File: config.mk
export PLATFORM = sky130hd
export DESIGN_NAME = hsv_match_tracker
export DESIGN_NICKNAME = d
export VERILOG_FILES = /design/src/rtl/hsv_pkg.sv /design/src/rtl/hsv_convert.sv /design/src/rtl/hsv_match_tracker.sv
export SDC_FILE = /design/constraint.sdc
export NUM_CORES = 1
export LEC_CHECK = 0
export ABC_AREA = 1
export CORE_MARGIN = 5
export CORE_UTILIZATION = 40
export DETAILED_ROUTE_END_ITERATION = 12
export GPL_ROUTABILITY_DRIVEN = 0
export PLACE_DENSITY_LB_ADDON = 0.12
export SLEW_MARGIN = 20
export SYNTH_ARGS = -nofsm -noshare
export SYNTH_HDL_FRONTEND = slang
export SYNTH_SLANG_ARGS = --single-unit
File: constraint.sdc
create_clock -name clk -period 4.76 [get_ports clk]
set_input_delay 0.714 -clock clk [delete_from_list [all_inputs] [get_ports clk]]
set_output_delay 0.714 -clock clk [all_outputs]
set_load 0.1 [all_outputs]
File: src/rtl/hsv_pkg.sv
// Shared widths, FSM state type, overlay colours and helpers for the HSV matcher.
package hsv_pkg;
  localparam int H_W     = 14;
  localparam int COORD_W = 13;
  localparam int CNT_W   = 20;

  localparam logic [COORD_W-1:0] COORD_MAX = 13'd8191;
  localparam logic [CNT_W-1:0]   CNT_MAX   = 20'hFFFFF;

  typedef enum logic [1:0] {IDLE, TRACK, REPORT} state_t;

  localparam logic [23:0] OVL_MATCH_RGB = 24'h00FF00;
  localparam logic [23:0] OVL_EDGE_RGB  = 24'hFF0000;

  function automatic logic [H_W:0] abs_s(input logic signed [H_W:0] x);
    logic [H_W:0] r;
    r = x[H_W] ? -x : x;
    return r;
  endfunction
endpackage

File: src/rtl/hsv_convert.sv
// RGB -> unnormalised (H, diff, max); 2-cycle latency, one pixel per cycle, no backpressure.
module hsv_convert
  import hsv_pkg::*;
(
  input  logic                  clk,
  input  logic                  reset_n,
  input  logic [7:0]            r,
  input  logic [7:0]            g,
  input  logic [7:0]            b,
  output logic signed [H_W-1:0] h,
  output logic [7:0]            diff,
  output logic [7:0]            vmax
);
  logic [7:0]     mx, mn, r1, g1, b1, max1, min1, d1;
  logic [H_W-1:0] rz, gz, bz, dz, h_d;

  always_comb begin
    mx = r;
    if (g > mx) mx = g;
    if (b > mx) mx = b;
    mn = r;
    if (g < mn) mn = g;
    if (b < mn) mn = b;
  end

  always_ff @(posedge clk) begin
    if (!reset_n) begin
      r1   <= '0;
      g1   <= '0;
      b1   <= '0;
      max1 <= '0;
      min1 <= '0;
    end else begin
      r1   <= r;
      g1   <= g;
      b1   <= b;
      max1 <= mx;
      min1 <= mn;
    end
  end

  // Equality checks in R, G, B order give the tie-break for free.
  always_comb begin
    d1 = max1 - min1;
    rz = {{(H_W-8){1'b0}}, r1};
    gz = {{(H_W-8){1'b0}}, g1};
    bz = {{(H_W-8){1'b0}}, b1};
    dz = {{(H_W-8){1'b0}}, d1};
    if (max1 == r1)      h_d = gz - bz;
    else if (max1 == g1) h_d = (bz - rz) + (dz << 1);
    else                 h_d = (rz - gz) + (dz << 2);
  end

  always_ff @(posedge clk) begin
    if (!reset_n) begin
      h    <= '0;
      diff <= '0;
      vmax <= '0;
    end else begin
      h    <= h_d;
      diff <= d1;
      vmax <= max1;
    end
  end
endmodule

File: src/rtl/hsv_match_tracker.sv
// Colour matcher + per-frame bbox; 3-cycle pixel latency, box_valid 4 cycles after frame_end, no backpressure.
// Optional output overlay of matches and the previous box: define HSV_MATCH_OVERLAY_EN.
module hsv_match_tracker
  import hsv_pkg::*;
#(
  parameter logic [H_W-1:0]   H_TOL     = 14'd8,
  parameter logic [7:0]       S_TOL     = 8'd16,
  parameter logic [7:0]       V_TOL     = 8'd32,
  parameter logic [CNT_W-1:0] MIN_COUNT = 20'd16
) (
  input  logic                  clk,
  input  logic                  reset_n,
  input  logic                  pix_valid,
  input  logic [7:0]            raw_R,
  input  logic [7:0]            raw_G,
  input  logic [7:0]            raw_B,
  input  logic [COORD_W-1:0]    row,
  input  logic [COORD_W-1:0]    col,
  input  logic                  frame_end,
  input  logic                  ref_valid,
  input  logic signed [H_W-1:0] ref_H,
  input  logic [7:0]            ref_S,
  input  logic [7:0]            ref_V,
  output logic                  match,
  output logic                  match_valid,
  output logic [7:0]            out_R,
  output logic [7:0]            out_G,
  output logic [7:0]            out_B,
  output logic                  box_valid,
  output logic                  box_found,
  output logic [CNT_W-1:0]      box_count,
  output logic [COORD_W-1:0]    box_rmin,
  output logic [COORD_W-1:0]    box_rmax,
  output logic [COORD_W-1:0]    box_cmin,
  output logic [COORD_W-1:0]    box_cmax
);
  state_t                state_q, state_d;
  logic                  latch_ref, report_go;
  logic signed [H_W-1:0] ref_h_q;
  logic [7:0]            ref_s_q, ref_v_q;

  logic                  v1, v2, fe1, fe2, fe3;
  logic [7:0]            r1, g1, b1, r2, g2, b2;
  logic [COORD_W-1:0]    row1, row2, row3, col1, col2, col3;
  logic signed [H_W-1:0] h2;
  logic [7:0]            diff2, max2;

  logic signed [H_W:0]   dh, ds, dv;
  logic                  hit, match_en, match_d;
  logic [23:0]           pix_d;

  logic [CNT_W-1:0]      cnt_q, b_cnt, cnt_n;
  logic [COORD_W-1:0]    rmin_q, rmax_q, cmin_q, cmax_q;
  logic [COORD_W-1:0]    b_rmin, b_rmax, b_cmin, b_cmax;
  logic [COORD_W-1:0]    rmin_n, rmax_n, cmin_n, cmax_n;
  logic                  clr, acc_en;

  hsv_convert u_convert (
    .clk     (clk),
    .reset_n (reset_n),
    .r       (raw_R),
    .g       (raw_G),
    .b       (raw_B),
    .h       (h2),
    .diff    (diff2),
    .vmax    (max2)
  );

  always_ff @(posedge clk) begin
    if (!reset_n) begin
      v1 <= 1'b0;  v2 <= 1'b0;  fe1 <= 1'b0;  fe2 <= 1'b0;
      r1 <= '0;  g1 <= '0;  b1 <= '0;  r2 <= '0;  g2 <= '0;  b2 <= '0;
      row1 <= '0;  row2 <= '0;  col1 <= '0;  col2 <= '0;
    end else begin
      v1 <= pix_valid;  v2 <= v1;
      fe1 <= frame_end; fe2 <= fe1;
      r1 <= raw_R;  g1 <= raw_G;  b1 <= raw_B;
      r2 <= r1;     g2 <= g1;     b2 <= b1;
      row1 <= row;  row2 <= row1;
      col1 <= col;  col2 <= col1;
    end
  end

  // A pixel compared while REPORT is active belongs to the next frame, so it
  // only counts if the FSM is heading back to TRACK.
  always_comb begin
    dh = {h2[H_W-1], h2} - {ref_h_q[H_W-1], ref_h_q};
    ds = {7'd0, diff2} - {7'd0, ref_s_q};
    dv = {7'd0, max2} - {7'd0, ref_v_q};
    hit = (abs_s(dh) <= {1'b0, H_TOL}) &&
          (abs_s(ds) <= {7'd0, S_TOL}) &&
          (abs_s(dv) <= {7'd0, V_TOL});
    match_en = (state_q == TRACK) || ((state_q == REPORT) && ref_valid);
    match_d  = v2 && match_en && hit;
  end

`ifdef HSV_MATCH_OVERLAY_EN
  logic in_box, on_edge;
  always_comb begin
    in_box  = (box_count != '0) &&
              (row2 >= box_rmin) && (row2 <= box_rmax) &&
              (col2 >= box_cmin) && (col2 <= box_cmax);
    on_edge = in_box && ((row2 == box_rmin) || (row2 == box_rmax) ||
                         (col2 == box_cmin) || (col2 == box_cmax));
    pix_d = {r2, g2, b2};
    if (on_edge)      pix_d = OVL_EDGE_RGB;
    else if (match_d) pix_d = OVL_MATCH_RGB;
  end
`else
  assign pix_d = {r2, g2, b2};
`endif

  always_ff @(posedge clk) begin
    if (!reset_n) begin
      match       <= 1'b0;
      match_valid <= 1'b0;
      {out_R, out_G, out_B} <= '0;
      fe3  <= 1'b0;
      row3 <= '0;
      col3 <= '0;
    end else begin
      match       <= match_d;
      match_valid <= v2;
      {out_R, out_G, out_B} <= pix_d;
      fe3  <= fe2;
      row3 <= row2;
      col3 <= col2;
    end
  end

  always_comb begin
    state_d   = state_q;
    latch_ref = 1'b0;
    case (state_q)
      IDLE: begin
        if (ref_valid) begin
          state_d   = TRACK;
          latch_ref = 1'b1;
        end
      end
      TRACK:   if (fe3) state_d = REPORT;
      REPORT:  state_d = ref_valid ? TRACK : IDLE;
      default: state_d = IDLE;
    endcase
  end

  // Next accumulator values; REPORT restarts from the empty-frame values.
  always_comb begin
    clr       = (state_q == REPORT);
    report_go = (state_q == TRACK) && fe3;
    acc_en    = match && ((state_q == TRACK) || (clr && ref_valid));
    b_cnt  = clr ? '0        : cnt_q;
    b_rmin = clr ? COORD_MAX : rmin_q;
    b_rmax = clr ? '0        : rmax_q;
    b_cmin = clr ? COORD_MAX : cmin_q;
    b_cmax = clr ? '0        : cmax_q;
    cnt_n  = b_cnt;
    rmin_n = b_rmin;
    rmax_n = b_rmax;
    cmin_n = b_cmin;
    cmax_n = b_cmax;
    if (acc_en) begin
      if (b_cnt != CNT_MAX) cnt_n = b_cnt + 1'b1;
      if (row3 < b_rmin)    rmin_n = row3;
      if (row3 > b_rmax)    rmax_n = row3;
      if (col3 < b_cmin)    cmin_n = col3;
      if (col3 > b_cmax)    cmax_n = col3;
    end
  end

  always_ff @(posedge clk) begin
    if (!reset_n) begin
      state_q   <= IDLE;
      ref_h_q   <= '0;
      ref_s_q   <= '0;
      ref_v_q   <= '0;
      cnt_q     <= '0;
      rmin_q    <= COORD_MAX;
      rmax_q    <= '0;
      cmin_q    <= COORD_MAX;
      cmax_q    <= '0;
      box_valid <= 1'b0;
      box_found <= 1'b0;
      box_count <= '0;
      box_rmin  <= '0;
      box_rmax  <= '0;
      box_cmin  <= '0;
      box_cmax  <= '0;
    end else begin
      state_q <= state_d;
      if (latch_ref) begin
        ref_h_q <= ref_H;
        ref_s_q <= ref_S;
        ref_v_q <= ref_V;
      end
      cnt_q  <= cnt_n;
      rmin_q <= rmin_n;
      rmax_q <= rmax_n;
      cmin_q <= cmin_n;
      cmax_q <= cmax_n;
      box_valid <= report_go;
      if (report_go) begin
        box_count <= cnt_n;
        box_found <= (cnt_n != '0) && (cnt_n >= MIN_COUNT);
        if (cnt_n == '0) begin
          box_rmin <= '0;
          box_rmax <= '0;
          box_cmin <= '0;
          box_cmax <= '0;
        end else begin
          box_rmin <= rmin_n;
          box_rmax <= rmax_n;
          box_cmin <= cmin_n;
          box_cmax <= cmax_n;
        end
      end
    end
  end
endmodule

==> results.cfg <==
[status]
status = finished, final reports clean

[yosys]
netlist_instances = 2700
syn-cell-area_um2 = 19600
ys_warn_count = 0
synth_edf_count = 0
ys_types = 52
seq_area_frac_synth = 0.390
synth_ff_type = dfxtp_1
avgSynthCellArea_um2 = 7.25
synth_fp_nets = 2948
ys_async_sr_fraction = 0
ys_seq_elements = 381

[placed_design]
dp_hpwl_um = 38900
portBuffers = 184
dpl.cell_count = 3425
placed_cell_area_um2 = 21900

[final_layout]
fillCellCount = 4801
final_common_cell = nand2_1
postLayoutCoreUtil = 0.481
antenna_cells = 0
drive_gt1_frac = 0.0531
final_cell_count_no_fill = 3504
stdcell_area_um2 = 23400
area_growth_pct = 19.5
final_cell_mix = nand2_1, inv_1, dfxtp_1
layout.nets = 3096

[floorplanning]
die_h_um = 231
io_pins = 185
initial_utilization = 0.402
num_rows = 81
die_area_um2 = 53400
coreArea_um2 = 48600
die_w_um = 231

[sta]
clock_skew_ps = 14.7
relSlewSlack = 0.200
fin_crit_sh = 0.815
fmax_mhz = 258
post-route-min-period_ps = 3880
final_max_slew_viol_count = 0
rsz0062_at_grt = false
finalHoldViolations = 0
setup_viol = 0
tns_ps = 0
worstMarginPinSlew_ps = 1200

[detailed_routing]
drt_iter0_markers = 1087
postRouteAntennaNets = 0
viasPerCell = 4.85
wl_per_cell_um = 15.1
drtPass1Iterations = 5
route.vias.total = 17000
drc = 0
drt_wl_total_um = 52800

[worst_setup_path]
crit_fanout = 16
crit_path_start_kind = input port
worstPathArrival_ps = 4330
critPathCaptureType = flop
path_class = input port to flop
worst_ep_required_time_ps = 5210

[cts]
htreeDepth = 2
cts_made_buffers = 43
tritoncts = done
clockBufferDepth = 3
path_clk_slew_ps = 60
insertion_delay_ps = 570
cts_hold_buf = 0
cts_root_buffer = clkbuf_16
cts_sinks = 381
cts_setup_buffers = 0
cts_resized = 0

[global_routing]
grt_usage = 0.197
antenna_found_initial = 0
grt_max_degree = 228
first_global_vias = 16700
grt_pass1_wl_um = 86700
overflow = 0

[power_and_ir_drop]
p_leak_nw = 11.7
ir_worst_vdd_mv = 0.311
powerDensity_nw_per_um2 = 435

[hold_path]
hp-class = flop to flop

[job]
cap_violations = 0
## stage by stage
stage	total power, mW	hold slack, ps	setup WS [ps]
5_1_grt	10.9	421	484
3_3_place_gp	6.79	392	342
3_5_place_dp	6.83	397	322
6_report	10.2	405	881
2_1_floorplan	6.06	390	1190
4_1_cts	10.3	401	932
## logic make-up (layout without fill, tap and decap cells)
kind of cell / Yosys count / after routing / synth area share
flip-flops: 381 / 381 / 0.390
AND/OR/NAND/NOR: 1130 / 1130 / 0.248
adder cells (fa/ha/maj): 163 / 163 / 0.108
AO/OA/AOI/OAI: 403 / 403 / 0.114
buffers and inverters: 555 / 737 / 0.110
XOR/XNOR: 68 / 68 / 0.0308
## worst max-delay path, cell delays in order
cell	delay, ps
clkdlybuf4s50_1	480
inv_1	70
ha_1	300
a21oi_1	130
nor2_1	50
a211oi_1	330
nand2_1	120
o21ai_1	480
o21ai_0	260
ha_1	340
nand2_1	60
o21ai_0	170
nand2_1	70
o211ai_1	80
nand2_1	290
nand2_1	150
o21ai_0	90
nand2_1	80
inv_1	60
## path summary, 6_finish.rpt
check                                      from                 to  slack [ps]  cells past startpoint
worst max-delay path                   raw_R[5]  u_convert.max1[0]         880                     19
worst min-delay path                        fe1                fe2         400                      2
worst max register to register  u_convert.r1[0]    u_convert.h[11]         930                     19
worst min register to register              fe1                fe2         400                      2
## registers in the layout, summed over array words and instances, names as in the netlist, 13 cells and up
name	flops
cmax_q	13
cnt_q	20
u_convert.h	14
box_rmax	13
box_cmax	13
row3	13
box_cmin	13
col1	13
box_count	20
cmin_q	13
col2	13
rmin_q	13
row1	13
row2	13
rmax_q	13
ref_h_q	14
box_rmin	13
col3	13
## power breakdown
group	internal (mW)	total, mW	switching [mW]
clock	2.04	3.40	1.36
combinational	1.24	3.28	2.05
sequential	3.37	3.50	0.130
total	6.65	10.2	3.53
## layout make-up
type                    instances  area [µm²]  area share
clock buffers                  59        1310      0.0560
clock inverters                20         178     0.00760
inverters                     458        1720      0.0735
multi-input cells            1764        9800       0.419
flip-flops and latches        381        7630       0.326
well taps                     622         778      0.0333
repair buffers                200        1980      0.0846
## synthesized netlist by cell type, types with 4 or more instances
master    instances  area [µm²]
nand2_1         656        2460
inv_1           453        1700
dfxtp_1         381        7630
nor2_1          188         706
nand3_1         185         926
a21oi_1         176         881
ha_1            154        1930
o21ai_0         131         656
clkbuf_1         66         248
xor2_1           42         368
o211ai_1         32         240
nand3_2          26         260
nand4_1          26         163
xnor2_1          25         219
o21ai_1          17        85.1
buf_1            12        45.0
o21bai_1         12        90.1
buf_2            11        55.1
nor3_1           11        55.1
or2_2            10        62.6
fa_1              9         180
o21a_1            9        67.6
a211oi_1          8        60.1
nand3b_1          7        52.6
nor2_2            7        43.8
nor4_1            5        31.3
a21boi_0          4        30.0
## layer usage
layer / GRT usage / up-vias / wire length, µm
li1: - / 8864 / -
met5: 0 / - / 0
met3: 0.0360 / 77 / 2740
met2: 0.306 / 336 / 22700
met1: 0.280 / 7706 / 26200
met4: 0.0572 / 0 / 1180
(Power assumes the default switching activity.)
